$ cat src/rtl/wallace_mult_pipe_if.sv
// Operand/product handshake bundle for wallace_mult_pipe.
// The multiplier takes the slave side; the operand source and product consumer take the master side.
interface wallace_mult_pipe_if #(
    parameter int WIDTH = 8
);
    logic               in_valid;
    logic               in_ready;
    logic [WIDTH-1:0]   a;
    logic [WIDTH-1:0]   b;
    logic               sgn;
    logic               out_valid;
    logic               out_ready;
    logic [2*WIDTH-1:0] p;
    logic               p_sgn;

    modport master (
        output in_valid, a, b, sgn, out_ready,
        input  in_ready, out_valid, p, p_sgn
    );

    modport slave (
        input  in_valid, a, b, sgn, out_ready,
        output in_ready, out_valid, p, p_sgn
    );
endinterface

$ cat src/rtl/wallace_mult_pipe.sv
// Three-stage elastic Wallace-tree multiplier, WIDTH x WIDTH -> 2*WIDTH, per-transaction signed/unsigned.
// S1 holds operands, S2 the carry-save pair after reduction, S3 the final product.
module wallace_mult_pipe #(
    parameter int WIDTH = 8
) (
    input logic              clk,
    input logic              rst,
    wallace_mult_pipe_if.slave bus
);
    localparam int PW   = 2 * WIDTH;
    localparam int MD   = WIDTH + 4;
    localparam int NLVL = 12;

    logic             v1, v2, v3;
    logic             rdy1, rdy2, rdy3;
    logic [WIDTH-1:0] a1, b1;
    logic             s1, s2, s3;
    logic [PW-1:0]    row0, row1;
    logic [PW-1:0]    r0_q, r1_q;
    logic [PW-1:0]    p_q;

    // A stage may load whenever its contents move on or it is empty, so bubbles collapse.
    assign rdy3 = !v3 || bus.out_ready;
    assign rdy2 = !v2 || rdy3;
    assign rdy1 = !v1 || rdy2;

    assign bus.in_ready  = rdy1;
    assign bus.out_valid = v3;
    assign bus.p         = p_q;
    assign bus.p_sgn     = s3;

    // Column heights depend only on WIDTH, never on data, so the loops unroll into a fixed adder tree.
    always_comb begin : reduce
        logic cur [PW][MD];
        logic nxt [PW][MD];
        int   hc  [PW];
        int   hn  [PW];
        int   hmax;
        logic x, y, z;

        // NOTE: every combinational output and scratch value gets a default first, so no latch is inferred.
        row0 = '0;
        row1 = '0;
        hmax = 0;
        x    = 1'b0;
        y    = 1'b0;
        z    = 1'b0;
        for (int c = 0; c < PW; c++) begin
            hc[c] = 0;
            hn[c] = 0;
            for (int r = 0; r < MD; r++) begin
                cur[c][r] = 1'b0;
                nxt[c][r] = 1'b0;
            end
        end

        // Baugh-Wooley: signed mode inverts the cross terms that touch exactly one operand MSB.
        for (int i = 0; i < WIDTH; i++) begin
            for (int j = 0; j < WIDTH; j++) begin
                x = a1[i] & b1[j];
                if (s1 && ((i == WIDTH - 1) != (j == WIDTH - 1)))
                    x = ~x;
                cur[i+j][hc[i+j]] = x;
                hc[i+j]++;
            end
        end
        cur[WIDTH][hc[WIDTH]] = s1;
        hc[WIDTH]++;
        cur[PW-1][hc[PW-1]] = s1;
        hc[PW-1]++;

        for (int lv = 0; lv < NLVL; lv++) begin
            hmax = 0;
            for (int c = 0; c < PW; c++)
                if (hc[c] > hmax) hmax = hc[c];
            if (hmax > 2) begin
                for (int c = 0; c < PW; c++) begin
                    hn[c] = 0;
                    for (int r = 0; r < MD; r++) nxt[c][r] = 1'b0;
                end
                for (int c = 0; c < PW; c++) begin
                    for (int r = 0; r <= WIDTH; r += 3) begin
                        if (r + 2 < hc[c]) begin
                            x = cur[c][r];
                            y = cur[c][r+1];
                            z = cur[c][r+2];
                            nxt[c][hn[c]] = x ^ y ^ z;
                            hn[c]++;
                            if (c + 1 < PW) begin
                                nxt[c+1][hn[c+1]] = (x & y) | (x & z) | (y & z);
                                hn[c+1]++;
                            end
                        end else if (r + 1 < hc[c]) begin
                            x = cur[c][r];
                            y = cur[c][r+1];
                            nxt[c][hn[c]] = x ^ y;
                            hn[c]++;
                            if (c + 1 < PW) begin
                                nxt[c+1][hn[c+1]] = x & y;
                                hn[c+1]++;
                            end
                        end else if (r < hc[c]) begin
                            nxt[c][hn[c]] = cur[c][r];
                            hn[c]++;
                        end
                    end
                end
                cur = nxt;
                hc  = hn;
            end
        end

        for (int c = 0; c < PW; c++) begin
            if (hc[c] > 0) row0[c] = cur[c][0];
            if (hc[c] > 1) row1[c] = cur[c][1];
        end
    end

    // NOTE: state registers use non-blocking assignment so every stage samples its predecessor's old value.
    always_ff @(posedge clk) begin
        if (rst) begin
            // NOTE: data registers are cleared along with the valid bits so empty stages never hold X.
            v1   <= 1'b0;
            v2   <= 1'b0;
            v3   <= 1'b0;
            a1   <= '0;
            b1   <= '0;
            s1   <= 1'b0;
            r0_q <= '0;
            r1_q <= '0;
            s2   <= 1'b0;
            p_q  <= '0;
            s3   <= 1'b0;
        end else begin
            if (rdy1) begin
                v1 <= bus.in_valid;
                if (bus.in_valid) begin
                    a1 <= bus.a;
                    b1 <= bus.b;
                    s1 <= bus.sgn;
                end
            end
            if (rdy2) begin
                v2 <= v1;
                if (v1) begin
                    r0_q <= row0;
                    r1_q <= row1;
                    s2   <= s1;
                end
            end
            if (rdy3) begin
                v3 <= v2;
                if (v2) begin
                    p_q <= r0_q + r1_q;
                    s3  <= s2;
                end
            end
        end
    end
endmodule

$ cat src/flat_wrapper.sv
// flat-port wrapper written by rule: the top's interface ports become plain ports
module wallace_mult_pipe_flat 
#(
    parameter int WIDTH = 8
)
  (clk, rst, bus_in_valid, bus_a, bus_b, bus_sgn, bus_out_ready, bus_in_ready, bus_out_valid, bus_p, bus_p_sgn);
  wallace_mult_pipe_if #(.WIDTH(WIDTH)) bus_i ();
  input logic clk;
  input logic rst;
  input wire logic [$bits(bus_i.in_valid)-1:0] bus_in_valid;
  input wire logic [$bits(bus_i.a)-1:0] bus_a;
  input wire logic [$bits(bus_i.b)-1:0] bus_b;
  input wire logic [$bits(bus_i.sgn)-1:0] bus_sgn;
  input wire logic [$bits(bus_i.out_ready)-1:0] bus_out_ready;
  output wire logic [$bits(bus_i.in_ready)-1:0] bus_in_ready;
  output wire logic [$bits(bus_i.out_valid)-1:0] bus_out_valid;
  output wire logic [$bits(bus_i.p)-1:0] bus_p;
  output wire logic [$bits(bus_i.p_sgn)-1:0] bus_p_sgn;
  assign bus_i.in_valid = bus_in_valid;
  assign bus_i.a = bus_a;
  assign bus_i.b = bus_b;
  assign bus_i.sgn = bus_sgn;
  assign bus_i.out_ready = bus_out_ready;
  assign bus_in_ready = bus_i.in_ready;
  assign bus_out_valid = bus_i.out_valid;
  assign bus_p = bus_i.p;
  assign bus_p_sgn = bus_i.p_sgn;
  wallace_mult_pipe #(.WIDTH(WIDTH)) u_core (.clk(clk), .rst(rst), .bus(bus_i));
endmodule
$ cat config.mk
export PLATFORM = sky130hd
export DESIGN_NAME = wallace_mult_pipe_flat
export DESIGN_NICKNAME = d
export VERILOG_FILES = /design/src/rtl/wallace_mult_pipe_if.sv /design/src/rtl/wallace_mult_pipe.sv /design/src/flat_wrapper.sv
export SDC_FILE = /design/constraint.sdc
export NUM_CORES = 1
export LEC_CHECK = 0
export BUFFER_PORTS_ARGS = -buffer_cell sky130_fd_sc_hd__clkbuf_2
export CORE_ASPECT_RATIO = 0.6
export CORE_MARGIN = 5
export CORE_UTILIZATION = 54
export DETAILED_ROUTE_END_ITERATION = 8
export PLACE_DENSITY = 0.86
export SETUP_SLACK_MARGIN = 0.1
export SYNTH_ARGS = -nofsm -noshare
export SYNTH_HDL_FRONTEND = slang
export SYNTH_SLANG_ARGS = --single-unit
$ cat constraint.sdc
create_clock -name clk -period 3.01 [get_ports clk]
set_clock_uncertainty 0.05 [all_clocks]
set_input_delay 0.301 -clock clk [delete_from_list [all_inputs] [get_ports clk]]
set_output_delay 0.301 -clock clk [all_outputs]
set_load 0.02 [all_outputs]
==> impl_metrics.tcl, run 1 <==
set metrics [dict create \
    yosys_warnings 0 \
    cts_tree "built" \
    ys_ff_latch 65 \
    synth.top_cell.area_share 0.293 \
    startpoint_type "register" \
    die_area_um2 10200 \
    post-route-period-util 0.986 \
    drtPass1Iterations 4 \
    multiInputGateArea_um2 2930 \
    grt_pass1_vias 3703 \
    dp.cells 653 \
    gr-total-overflow 0 \
    cts.sinks 65 \
    netlist_area_um2 4440 \
    gr-usage-all-layers 0.214 \
    synthTopCellsByArea "dfxtp_1 (29%), fa_1 (17%), nand2_1 (13%), ha_1 (9.6%), a21oi_1 (7.6%)" \
    ir_worst_vdd_v 0.000283 \
    maxCapViolCount 0 \
    drc 0 \
    yosysSeqAreaShare 0.293 \
    grt_setup_unrepaired "yes" \
    crit_required_ps 3220 \
    place_ws_ps -82.9 \
    drive_above_1_share 0.197 \
    fmax_ghz 0.337 \
    post_layout_nonfiller_instances 671 \
    cts-root-buf "clkbuf_16" \
    synth_nets 620 \
    min_to "u_core.b1[4]" \
    die_h_um 80.2 \
    antenna_left 0 \
    core_um2 7950 \
    postCtsHoldBufs 0 \
    maxSlewHeadroom 0.373 \
    setup_slack_ps 42.0 \
    syn_avg_cell_area_um2 8.42 \
    min_from "bus_b[4]" \
    wl_per_cell_um 14.9 \
    synth-main-ff-cell "dfxtp_1" \
    clk_latency_ps 330 \
    htree_levels 3 \
    power_density_nw_per_um2 453 \
    cts_buffers 9 \
    n_fill_cell 663 \
    arrival_ps 3180 \
    finalInstanceArea_um2 5190 \
    p_leak_nw 2.30 \
    r2r_end "u_core.r1_q[10]" \
    async_reset_ff_frac 0 \
    final_nets 652 \
    placementRows 25 \
    reg2reg_slack_ps 40 \
    setup_viol 0 \
    regArea_um2 1330 \
    dr.first_iter.drc_count 226 \
    placed_area_um2 4760 \
    n_antenna_cell 0 \
    clk_pin_slew_worst_paths_ps 50 \
    synth.largest_area_cell "dfxtp_1" \
    crit_type "reg2reg" \
    hpwlAfterDp_um 7490 \
    wirelength_um 9990 \
    syn_inst 527 \
    crit_fanout 8 \
    tightestPinTransition_ps 941 \
    min_period_ps 2970 \
    cts_buffer_depth 2 \
    vias 3587 \
    status "finished, final reports clean" \
    holdPathStages 3 \
    io_buffers 39 \
    grt_max_degree 45 \
    viasPerCell 5.35 \
    syn_to_final_growth_pct 16.9 \
    grt_pass1_wl_um 17300 \
    critPathCaptureType "register" \
    gp_congestion 0.869 \
    hp-class "in2reg" \
    ys_types 43 \
    start_util 0.559 \
    antenna_found_initial 0 \
    hold_viol_final 0 \
    slew_viol_final 0 \
    r2r-start "u_core.s1" \
    die_x_um 127 \
    reg2regPathDepth 10 \
    synth_edf_count 0 \
    io_pins 40 \
]
-- registers in the layout, summed over array words and instances, names as in the netlist --
register	cells
u_core.bus.p	16
u_core.a1	8
u_core.r0_q	16
u_core.v2	1
u_core.s1	1
u_core.s2	1
u_core.bus.out_valid	1
u_core.b1	8
u_core.bus.p_sgn	1
u_core.v1	1
u_core.r1_q	11
-- cell families after synthesis --
| kind of cell | count (synthesis) | share of synthesized area |
|---|---|---|
| compound gates | 90 | 0.121 |
| xor+xnor | 17 | 0.0335 |
| fa+ha+maj | 72 | 0.267 |
| buf+inv | 68 | 0.0674 |
| flops | 65 | 0.293 |
| mux | 1 | 0.00225 |
| simple gates | 214 | 0.216 |
-- critical path, stage by stage, from the launching register on --
cell and delay (ps):
dfxtp_2 330, buf_12 150, xnor2_4 130, fa_1 470
inv_1 40, fa_1 480, inv_1 50, fa_1 450
fa_1 500, nand2_1 70, a21oi_2 180
-- power breakdown --
| group | switching [W] | leakage [nW] | internal, W |
|---|---|---|---|
| combinational | 0.000159 | 1.60 | 0.000114 |
| sequential | 0.0000355 | 0.534 | 0.000888 |
| clock | 0.000366 | 0.162 | 0.000788 |
| total | 0.000560 | 2.30 | 0.00179 |
-- worst max-delay path by stage --
stage / startpoint / to / slack, ps / depth (start not counted)
finish: u_core.s1 / u_core.r1_q[10] / 40 / 10
global route: u_core.s1 / u_core.r1_q[10] / -50 / 10
CTS: u_core.s1 / u_core.r1_q[10] / 20 / 10
detailed placement: u_core.b1[7] / u_core.r1_q[7] / -80 / 10
global placement: u_core.b1[7] / u_core.r1_q[7] / 2 / 10
floorplan: u_core.s1 / u_core.r1_q[7] / 70 / 11
-- synth_stat cells, types with 2 or more instances --
master and number:
nor2_1 11, xor2_1 4, a211oi_1 4, dfxtp_1 65, o21ai_0 5, fa_1 38, a21o_1 3, buf_6 3
xnor2_1 13, inv_1 32, ha_1 34, nor3_1 4, o21a_1 2, buf_2 11, nand3b_1 5, buf_1 3
clkbuf_1 17, and2_1 24, nand2_2 3, nand3_1 5, nand2_1 150, a21oi_1 67, buf_4 2, nor2b_1 2
nand3_2 2
-- per-stage QoR --
step | hold slack (ps) | total power, W | utilization | setup TNS, ps
floorplan | 382 | 0.00113 | - | 0
global route | 140 | 0.00244 | 0.653 | -144
detailed placement | 397 | 0.00120 | 0.600 | -175
finish | 133 | 0.00235 | 0.653 | 0
global placement | 392 | 0.00118 | 0.600 | 0
CTS | 130 | 0.00236 | 0.649 | 0
-- routing by layer --
metal / vias up / GRT usage / wire, µm
li1: 1753 / - / -
met1: 1724 / 0.281 / 4670
met2: 100 / 0.351 / 4640
met3: 10 / 0.0558 / 582
met4: 0 / 0.0610 / 97
met5: - / 0 / 0
-- cell usage in the layout (no fill, tap or decap), types with 2 or more instances in the layout --
| master | Yosys | final |
|---|---|---|
| inv_1 | 32 | 30 |
| nand2_2 | 3 | 3 |
| xnor2_4 | 0 | 2 |
| bufinv_16 | 0 | 2 |
| clkbuf_16 | 0 | 9 |
| fa_1 | 38 | 32 |
| and2_1 | 24 | 24 |
| clkbuf_2 | 0 | 39 |
| nand2_1 | 150 | 148 |
| nand3_1 | 5 | 5 |
| nor3_1 | 4 | 4 |
| inv_2 | 0 | 2 |
| fa_2 | 0 | 6 |
| nand3_2 | 2 | 2 |
| nor2_1 | 11 | 11 |
| dfxtp_1 | 65 | 54 |
| dfxtp_2 | 0 | 7 |
| a211oi_1 | 4 | 4 |
| buf_6 | 3 | 2 |
| xor2_1 | 4 | 3 |
| buf_4 | 2 | 15 |
| clkbuf_8 | 0 | 3 |
| ha_1 | 34 | 33 |
| o21a_1 | 2 | 2 |
| nor2b_1 | 2 | 2 |
| nand3b_1 | 5 | 5 |
| dfxtp_4 | 0 | 4 |
| a21o_1 | 3 | 3 |
| a21oi_1 | 67 | 66 |
| xnor2_1 | 13 | 10 |
| a21oi_2 | 1 | 2 |
| o21ai_0 | 5 | 5 |
| nand2_4 | 0 | 2 |
-- cell type report --
cell class	count	share of cell area
multi-input cells	394	0.564
flip-flops and latches	65	0.255
repair buffers	57	0.0675
clock buffers	13	0.0521
well taps	108	0.0260
inverters	32	0.0231
clock inverters	2	0.0116
-- timing repair --
action                                  in CTS  in global routing
setup buffers                                3                  0
endpoints found under the setup margin       8                 11
resized for setup                           18                 11
pin swaps                                    2                  4
Note: power is estimated with default switching activity, not from simulation.
==> run 2, diff against run 1 <==
--- a/config.mk
+++ b/config.mk
@@ -7,7 +7,6 @@
 export LEC_CHECK = 0
 export BUFFER_PORTS_ARGS = -buffer_cell sky130_fd_sc_hd__clkbuf_2
 export CORE_ASPECT_RATIO = 0.6
-export CORE_MARGIN = 5
 export CORE_UTILIZATION = 54
 export DETAILED_ROUTE_END_ITERATION = 8
 export PLACE_DENSITY = 0.86
==> impl_metrics.tcl, run 2 (synthesized netlist as in run 1, its figures left out) <==
set metrics [dict create \
    grt_pass1_wl_um 16700 \
    cts.sinks 65 \
    fin_util 0.644 \
    min_period_ps 3030 \
    crit_type "reg2reg" \
    vias 3675 \
    clk_pin_slew_worst_paths_ps 50 \
    gr-total-overflow 0 \
    sequentialPowerShare 0.414 \
    power_density_nw_per_um2 438 \
    post_layout_nonfiller_instances 672 \
    gp_congestion 0.875 \
    dp.cells 656 \
    cts-root-buf "clkbuf_16" \
    viasPerCell 5.47 \
    crit_top_cell "fa_1" \
    mostFrequentLayoutCell "nand2_1" \
    post-route-period-util 1.01 \
    arrival_ps 3250 \
    crit_required_ps 3220 \
    io_pins 40 \
    final_cell_mix "nand2_1 (148), a21oi_1 (67), dfxtp_1 (54), clkbuf_2 (39), ha_1 (34)" \
    crit_chain "buf_4 -> xnor2_4 -> fa_1 -> inv_1 -> fa_1 -> inv_1 -> fa_1 -> fa_1 -> nand2_1 -> a21oi_1" \
    start_util 0.561 \
    die_h_um 72.2 \
    final_nets 652 \
    drtPass1Iterations 5 \
    die_x_um 119 \
    dr.first_iter.drc_count 303 \
    wl_per_cell_um 14.4 \
    n_antenna_cell 0 \
    slew_viol_final 0 \
    swShare 0.259 \
    slowest_stage "fa_1" \
    critPathCaptureType "register" \
    maxSlewHeadroom 0.329 \
    ir_worst_vdd_v 0.000328 \
    cts_buffer_depth 2 \
    drive_above_1_share 0.188 \
    setup_slack_ps -24.8 \
    clk_latency_ps 340 \
    antenna_found_initial 0 \
    htree_levels 3 \
    gr-usage-all-layers 0.249 \
    die_area_um2 8600 \
    syn_to_final_growth_pct 14.9 \
    p_switching_w 0.000577 \
    crit_fanout 5 \
    postCtsHoldBufs 0 \
    grt_max_degree 47 \
    drc 0 \
    status "finished, violations left" \
    pwr-share-clk 0.468 \
    internal-power_w 0.00165 \
    hold_viol_final 0 \
    placementRows 25 \
    grt_pass1_vias 3707 \
    combPwrFrac 0.118 \
    slowest_delay_ps 500 \
    hpwlAfterDp_um 7380 \
    cts_buffers 9 \
    place_ws_ps -89.3 \
    core_um2 7910 \
    cts_tree "built" \
    post_cts_buffers 0 \
    wirelength_um 9710 \
    io_buffers 39 \
    startpoint_type "register" \
    setup_viol 1 \
    fmax_ghz 0.330 \
    p_total_w 0.00223 \
    hp-class "in2reg" \
    antenna_left 0 \
    grt_setup_unrepaired "yes" \
    p_leak_nw 2.25 \
    violations "negative setup slack" \
    tightestPinTransition_ps 1010 \
    maxCapViolCount 0 \
]
-- run 2: worst paths after layout --
kind                    startpoint               end  slack [ps]  cells past startpoint
setup / recovery         u_core.s1   u_core.r1_q[10]         -20                     10
hold / removal            bus_b[3]      u_core.b1[3]         130                      3
setup reg to reg         u_core.s1   u_core.r1_q[10]         -20                     10
hold reg to reg   u_core.bus.p[10]  u_core.bus.p[10]         400                      2
-- run 2: power groups by stage --
stage,Sequential [W],Clock [W],Combinational [W]
2_1_floorplan,0.000922,0,0.000206
5_1_grt,0.000926,0.00110,0.000301
3_3_place_gp,0.000938,0,0.000247
6_report,0.000924,0.00104,0.000264
3_5_place_dp,0.000939,0,0.000260
4_1_cts,0.000922,0.00106,0.000263
-- run 2: repair_timing --
action / CTS / global route
hold endpoints to repair: 0 / 0
gates resized for setup: 14 / 3
pin swaps: 1 / 0
endpoints found under the setup margin: 7 / 7
cloned: 0 / 0
-- run 2: layout make-up --
cell class | count | area (µm²)
fill | 644 | 2810
clock buffer | 10 | 239
sequential | 65 | 1320
timing repair buffer | 57 | 334
tap | 108 | 135
multi-input combinational | 394 | 2890
inverter | 32 | 120
clock inverter | 6 | 57.6
-- run 2: critical path: cells and delay by family, from the launching register on --
family	cells	cell delay, ps
buffers and inverters	3	270
and+or+nand+nor	1	60
DFF	1	350
xor gates and xnor gates	1	130
AOI/OAI and AO/OA	1	170
adders and majority gates	4	1930
-- run 2: metal layers --
| metal | wire length (µm) | GRT usage |
|---|---|---|
| met3 | 607 | 0.0605 |
| met2 | 4650 | 0.422 |
| met5 | 0 | 0 |
| met1 | 4340 | 0.314 |
| met4 | 112 | 0.0872 |
-- run 2: through the flow --
stage,instance area (µm²),TNS (ps),hold WS [ps]
after floorplan,4520,0,382
after global placement,4770,-4.57,394
after detailed placement,4770,-205,399
after CTS,5090,-3.74,127
after global routing,5100,-119,136
final,5100,-24.8,130
